[src/rtl/f1_start_sequencer.sv]
// Timing/control stage feeding the F1 start-light FSM: step enable, random
// lights-out hold, start reset pulse, reaction timing and jump-start detection.
module f1_start_sequencer #(
    parameter int unsigned TICK_N = 24,
    parameter int unsigned STEPS  = 8,
    parameter logic [6:0]  SEED   = 7'h01,
    parameter int unsigned RT_W   = 16
) (
    input  logic            clk,
    input  logic            rst,
    input  logic            trigger,
    input  logic            react,
    output logic            seq_rst,
    output logic            step,
    output logic            lights_out,
    output logic [RT_W-1:0] react_time,
    output logic            valid,
    output logic            false_start,
    output logic            busy
);

    localparam int TW = (TICK_N > 1) ? $clog2(TICK_N) : 1;
    localparam int SW = $clog2(STEPS + 1);

    localparam logic [TW-1:0] TICK_LAST = TW'(TICK_N - 1);
    localparam logic [SW-1:0] STEP_LAST = SW'(STEPS - 1);

    typedef enum logic [2:0] {
        IDLE,
        COUNT_UP,
        HOLD,
        TIMING,
        DONE
    } state_t;

    state_t state, state_nx;

    logic [6:0]      lfsr;
    logic [TW-1:0]   tick_cnt, tick_cnt_nx, tick_wrap;
    logic [SW-1:0]   step_cnt, step_cnt_nx;
    logic [6:0]      hold_cnt, hold_cnt_nx;
    logic [RT_W-1:0] rt_cnt, rt_cnt_nx;
    logic [RT_W-1:0] react_time_nx;
    logic            seq_rst_nx, step_nx, lights_out_nx;
    logic            valid_nx, false_start_nx;
    logic            tick, start, jump, rst_req;

    assign tick      = (tick_cnt == TICK_LAST);
    assign tick_wrap = tick ? '0 : tick_cnt + TW'(1);

    assign start = trigger && (state == IDLE || state == DONE);
    assign jump  = react && (state == COUNT_UP || state == HOLD);

    // A reset request right after a pulse is dropped: the FSM is already in S0.
    assign rst_req = (start || jump) && !seq_rst;

    assign busy = (state == COUNT_UP) || (state == HOLD) || (state == TIMING);

    always_ff @(posedge clk or posedge rst) begin
        if (rst) begin
            lfsr <= SEED;
        end else begin
            lfsr <= {lfsr[5:0], lfsr[6] ^ lfsr[5]};
        end
    end

    always_comb begin
        state_nx       = state;
        tick_cnt_nx    = tick_cnt;
        step_cnt_nx    = step_cnt;
        hold_cnt_nx    = hold_cnt;
        rt_cnt_nx      = rt_cnt;
        react_time_nx  = react_time;
        valid_nx       = valid;
        false_start_nx = false_start;
        seq_rst_nx     = rst_req;
        step_nx        = 1'b0;
        lights_out_nx  = 1'b0;

        unique case (state)
            IDLE, DONE: begin
                if (trigger) begin
                    state_nx    = COUNT_UP;
                    tick_cnt_nx = '0;
                    step_cnt_nx = '0;
                    valid_nx    = 1'b0;
                end
            end
            COUNT_UP: begin
                if (react) begin
                    state_nx       = DONE;
                    valid_nx       = 1'b1;
                    false_start_nx = 1'b1;
                    react_time_nx  = '0;
                end else begin
                    tick_cnt_nx = tick_wrap;
                    if (tick) begin
                        step_nx     = 1'b1;
                        step_cnt_nx = step_cnt + SW'(1);
                        if (step_cnt == STEP_LAST) begin
                            state_nx    = HOLD;
                            hold_cnt_nx = lfsr;
                        end
                    end
                end
            end
            HOLD: begin
                if (react) begin
                    state_nx       = DONE;
                    valid_nx       = 1'b1;
                    false_start_nx = 1'b1;
                    react_time_nx  = '0;
                end else begin
                    tick_cnt_nx = tick_wrap;
                    if (tick) begin
                        if (hold_cnt == 7'd1) begin
                            step_nx       = 1'b1;
                            lights_out_nx = 1'b1;
                            rt_cnt_nx     = '0;
                            state_nx      = TIMING;
                        end else begin
                            hold_cnt_nx = hold_cnt - 7'd1;
                        end
                    end
                end
            end
            TIMING: begin
                rt_cnt_nx = (rt_cnt == '1) ? rt_cnt : rt_cnt + RT_W'(1);
                if (react) begin
                    state_nx       = DONE;
                    react_time_nx  = rt_cnt;
                    valid_nx       = 1'b1;
                    false_start_nx = 1'b0;
                end
            end
            default: begin
                state_nx = IDLE;
            end
        endcase
    end

    always_ff @(posedge clk or posedge rst) begin
        if (rst) begin
            state       <= IDLE;
            tick_cnt    <= '0;
            step_cnt    <= '0;
            hold_cnt    <= '0;
            rt_cnt      <= '0;
            react_time  <= '0;
            valid       <= 1'b0;
            false_start <= 1'b0;
            seq_rst     <= 1'b0;
            step        <= 1'b0;
            lights_out  <= 1'b0;
        end else begin
            state       <= state_nx;
            tick_cnt    <= tick_cnt_nx;
            step_cnt    <= step_cnt_nx;
            hold_cnt    <= hold_cnt_nx;
            rt_cnt      <= rt_cnt_nx;
            react_time  <= react_time_nx;
            valid       <= valid_nx;
            false_start <= false_start_nx;
            seq_rst     <= seq_rst_nx;
            step        <= step_nx;
            lights_out  <= lights_out_nx;
        end
    end

    a_no_overlap: assert property (@(posedge clk) disable iff (rst)
        !(step && seq_rst));
    a_rst_width: assert property (@(posedge clk) disable iff (rst)
        seq_rst |=> !seq_rst);
    a_lo_step: assert property (@(posedge clk) disable iff (rst)
        lights_out |-> step);

endmodule

[config.mk]
export PLATFORM = sky130hd
export DESIGN_NAME = f1_start_sequencer
export DESIGN_NICKNAME = d
export VERILOG_FILES = /design/src/rtl/f1_start_sequencer.sv
export SDC_FILE = /design/constraint.sdc
export NUM_CORES = 1
export LEC_CHECK = 0
export CORE_MARGIN = 2
export CORE_UTILIZATION = 58
export CTS_CLUSTER_DIAMETER = 120
export CTS_CLUSTER_SIZE = 14
export DETAILED_ROUTE_END_ITERATION = 6
export PLACE_DENSITY = 0.9
export SLEW_MARGIN = 20
export SYNTH_ARGS = -nofsm -noshare
export SYNTH_HDL_FRONTEND = slang
export SYNTH_SLANG_ARGS = --single-unit
[constraint.sdc]
create_clock -name clk -period 3.3 [get_ports clk]
set_clock_uncertainty 0.2 [all_clocks]
set_input_delay 0.99 -clock clk [delete_from_list [all_inputs] [get_ports clk]]
set_output_delay 0.99 -clock clk [all_outputs]
set_load 0.05 [all_outputs]
# Word-level counts from Yosys, hierarchy flattened
# Cells that the tools add are included.
[op_classes]
order_cmp = 0
n_bitwise = 1
addsub = 4
n_div = 0
shift = 0
n_reduce_logical = 25
n_mul = 0
eq_ne = 25
muxes = 44
[ops]
columns = ["cell", "count"]
rows = [
  ["$mux 16", 6],
  ["$pmux 16 s2", 2],
  ["$mux 7", 6],
  ["$mux 3", 8],
  ["$ne 2x2->1 const B", 9],
  ["$add 16x1->16 const B", 1],
  ["$eq 16x16->1 const B", 1],
  ["$mux 5", 3],
  ["$pmux 7 s2", 1],
  ["$mux 4", 3],
  ["$pmux 3 s4", 1],
  ["$reduce_bool 2->1", 6],
  ["$pmux 5 s2", 1],
  ["$mux 1", 9],
  ["$reduce_and 3->1", 3],
  ["$ne 2x1->1 const B", 4],
  ["$pmux 4 s2", 1],
  ["$eq 7x1->1 const B", 1],
  ["$reduce_and 7->1", 1],
  ["$sub 7x1->7 const B", 1],
  ["$eq 3x2->1 const B", 2],
  ["$ne 3x2->1 const B", 2],
  ["$ne 3x3->1 const B", 2],
  ["$pmux 1 s2", 3],
  ["other kinds (16)", 22],
]
[totals]
regBits = 63
latchBits = 0
out_inout_bits = 22
mem_bits_rw = 0
wordCells = 111
rom_bits = 0
n_memories = 0
inputBits = 4

# Depth between registers and ports, before layout
[depth]
word_depth = 5
mapped_depth = 7

# Worst setup path before layout
# No wires, ideal clock.
[synth_path]
path_type = "register to output"
from = "reg state[1]"
to = "out busy"
arrival_time_ns = 1.323
path_stages_with_launch = 5
slack_ns = 0.787
cell_sequence = "dfrtp_1 > buf_4 > buf_2 > nor2_1 > nor2_1"
[synth_between]
elab_chain_cells = 3
elab_cells_between_ends = 5
[synth_lines]
columns = ["item", "line_no", "text"]
rows = [
  ["start: declaration", "36", "state_t state, state_nx;"],
  ["start signal: assignment", "156", "state <= state_nx;"],
  ["$eq 3x1->1 / $eq 3x2->1 (equally long branches)", "57", "assign busy = (state == COUNT_UP) || (state == HOLD) || (state == TIMING);"],
  ["$logic_or 1x1->1", "57", ""],
  ["$logic_or 1x1->1 *", "57", ""],
  ["end: declaration", "19", "output logic busy"],
]
# Mark *: on every way between the ends. The rest lies on a longest branch, timed or not.

# Worst setup path after layout
[layout_path]
from = "reg state[0]"
to = "out busy"
# The elaborated chain is that of the path after synthesis.

==> flow_summary.json <==
{
  "outcome": "complete, no violations",
  "holdCritPathClass": "reg -> reg",
  "postSynthRegisterBits": 63,
  "finish.instance_area_um2": 3696,
  "max-vdd-ir-drop_mv": 0.3718,
  "grt_first_pass_wirelength_um": 11640,
  "ys_async_sr_fraction_pct": 100.0,
  "placeableCoreArea_um2": 5205,
  "cts_sink_count": 63,
  "dp.final_hpwl_um": 4614,
  "finalCritPeriodShare_pct": 86.62,
  "wire_per_inst_um": 16.25,
  "post_dp_cell_area_um2": 3498,
  "yosys-top-cells-count": "62 x sky130_fd_sc_hd__dfrtp_1, 23 x sky130_fd_sc_hd__inv_1, 21 x sky130_fd_sc_hd__nor2_1",
  "holdPathStages": 0,
  "synth-xor-area-share_pct": 1.378,
  "die-area_um2": 6087,
  "setup.worst_path.start": "state[0]$_DFFE_PP0P_",
  "max_slew.worst_pin.slew_ns": 0.5749,
  "synth_enable_flop_cells": 0,
  "num_cts_buffers": 9,
  "synth_top_cells_by_area": "sky130_fd_sc_hd__dfrtp_1 49%, sky130_fd_sc_hd__a22o_1 4.7%, sky130_fd_sc_hd__inv_1 2.7%, sky130_fd_sc_hd__a21oi_1 2.5%, sky130_fd_sc_hd__nor2_1 2.5%",
  "syn_area_um2": 3178,
  "synth_top_family_by_area": "compound AO/OA/AOI/OAI gates",
  "place.gp.congestion": 0.8622,
  "route.final.wire_length_um": 6711,
  "lkg_pwr_uw": 0.001661,
  "area_growth_pct": 16.30,
  "clk_transition_reported_paths_ns": 0.07,
  "worstRegToRegCells": 5,
  "drtIter0Drc": 227,
  "placement.io_buffers": 25,
  "drt-pass1-iter-count": 4,
  "share_of_the_synthesized_area_in_compound_gates_ao_oa_aoi_oai_pct": 22.60,
  "slew-limit-headroom_pct": 61.66,
  "r2r_start": "state[0]$_DFFE_PP0P_",
  "final_cells": 413,
  "rsz0062_at_grt": "no",
  "post-synth-top-count-cell": "sky130_fd_sc_hd__dfrtp_1",
  "number_of_gates_resized_after_cts": 0,
  "layout-drive-gt1-share_pct": 12.83,
  "timing.critical_path.required_ns": 2.11,
  "detailroute.via_count": 2555,
  "maxcap_viol_count": 0,
  "post_drt_via_cell_ratio": 6.186,
  "synth_simple_gate_area_share_pct": 17.24,
  "clockRootBuffer": "sky130_fd_sc_hd__clkbuf_8",
  "floorplan.die.width_um": 78.02,
  "post_synth_inst_count": 310,
  "synth-seq-area-share_pct": 49.65,
  "clk_latency_ns": 0.34,
  "fillCellCount": 392,
  "clock_path_buffers": 2,
  "antenna-diode-count": 0,
  "initial_utilization_pct": 61.06,
  "clock_tree.htree_level_count": 3,
  "setup_violations": 0,
  "finalHoldViolations": 0,
  "grt_overflow": 0,
  "pin_count_of_the_biggest_net_entering_global_routing": 42,
  "ioPinCount": 26,
  "num-nets-final": 348,
  "finalMaxSlewViolations": 0,
  "post_synth_num_cell_types": 66,
  "synthesis.area_per_instance_um2": 10.25,
  "synth.yosys.warnings": 0,
  "criticalPathCategory": "reg -> out",
  "setup_total_negative_slack_ns": 0,
  "ant_nets": 0,
  "hold_path.startpoint": "lfsr[2]$_DFF_PP0_",
  "post-route-drc-count": 0,
  "grt_antenna_before_repair": 0,
  "synthAdderAreaFrac_pct": 1.969,
  "p_per_area_nw_per_um2": 498.2,
  "critPathCaptureType": "output pin",
  "timing.fmax_ghz": 0.3498,
  "critical_path.max_fanout": 2,
  "cts_hold_repair.buffers": 0,
  "post_synth_mux_area_share_pct": 1.260,
  "post-place-cells": 398,
  "number_of_global_route_vias_before_repair": 2394,
  "fin_crit_ns": 2.858,
  "mappedNetlistNets": 319,
  "synthDominantCellAreaShare_pct": 48.82,
  "die_h_um": 78.02,
  "grt_usage_pct": 24.69,
  "critPathLaunchType": "flop",
  "tritoncts_clock_tree": "done",
  "critical_path_arrival_ns": 1.67,
  "ys_dominant_reg_cell": "sky130_fd_sc_hd__dfrtp_1",
  "synth_largest_area_cell": "sky130_fd_sc_hd__dfrtp_1",
  "post_cts_buffers": 0,
  "std_cell_rows": 26
}
final timing paths:
kind | slack, ns | endpoint
max in group asynchronous | 1.53 | step_cnt[1]$_DFFE_PP0P_
worst max register to register | 1.11 | hold_cnt[5]$_DFFE_PP0P_
worst min register to register | 0.18 | lfsr[3]$_DFF_PP0_
min in group asynchronous | 0.79 | seq_rst$_DFF_PP0_
worst max-delay path | 0.44 | busy
worst min-delay path | 0.18 | lfsr[3]$_DFF_PP0_
cells by family after synthesis:
| kind of cell | Yosys count |
|---|---|
| AO/OA/AOI/OAI | 97 |
| XOR/XNOR | 5 |
| buffers and inverters | 40 |
| multiplexers | 4 |
| flip-flops | 63 |
| adder cells (fa/ha/maj) | 5 |
| AND/OR/NAND/NOR | 96 |
area by class of cell:
cell class	count	area [µm²]	share of cell area, %
Multi-Input combinational cell	207	1413	38.22
Sequential cell	63	1578	42.69
Clock buffer	12	155.1	4.198
Inverter	24	90.09	2.437
Timing Repair Buffer	34	330.3	8.937
Tap cell	70	87.58	2.370
Clock inverter	3	42.54	1.151
cells in the final DEF, fill, tap and decap left out, drive strengths merged, types with 5 or more instances in the layout:
cell           count
nor4               5
clkdlybuf4s50     25
clkbuf            12
o21ai             13
a22o              17
o31ai              7
buf                9
nand2b             5
a21oi             18
a31oi              8
nor2              22
nor3              10
inv               24
dfrtp             62
nand2             16
nand4              7
nand3             10
ha                 5
o22ai             10
power breakdown:
group	switching, µW	internal [µW]
sequential	29.4	808
combinational	220	117
clock	282	385
layer usage:
| metal | track usage [%] | routed length [µm] |
|---|---|---|
| met5 | 0 | 0 |
| met4 | 8.947 | 83 |
| met3 | 7.701 | 315 |
| met2 | 38.28 | 3341 |
| met1 | 33.05 | 2970 |
sequential cells by signal, summed over array words and instances (netlist names), 3 cells and up:
name and flops:
rt_cnt 16, lfsr 7, step_cnt 4, state 3, react_time 16, hold_cnt 7
tick_cnt 5
critical path, stage by stage (launching register included):
cell and delay [ns]:
sky130_fd_sc_hd__dfrtp_1 0.34, sky130_fd_sc_hd__nor2_1 0.06, sky130_fd_sc_hd__nor2_1 0.11, sky130_fd_sc_hd__clkdlybuf4s50_1 0.82
per-stage QoR:
stage / setup slack (ns) / hold WS [ns] / power (µW) / util, %
4_1_cts: 0.4203 / 0.1844 / 1855 / 71.01
3_3_place_gp: 0.3707 / 0.1593 / 1169 / 67.21
6_report: 0.4416 / 0.1803 / 1841 / 71.01
5_1_grt: 0.3455 / 0.2010 / 1929 / 71.01
3_5_place_dp: 0.2841 / 0.1684 / 1185 / 67.21
2_1_floorplan: 0.5419 / 0.1540 / 1096 / -
Power figures use the tool's default switching activity.
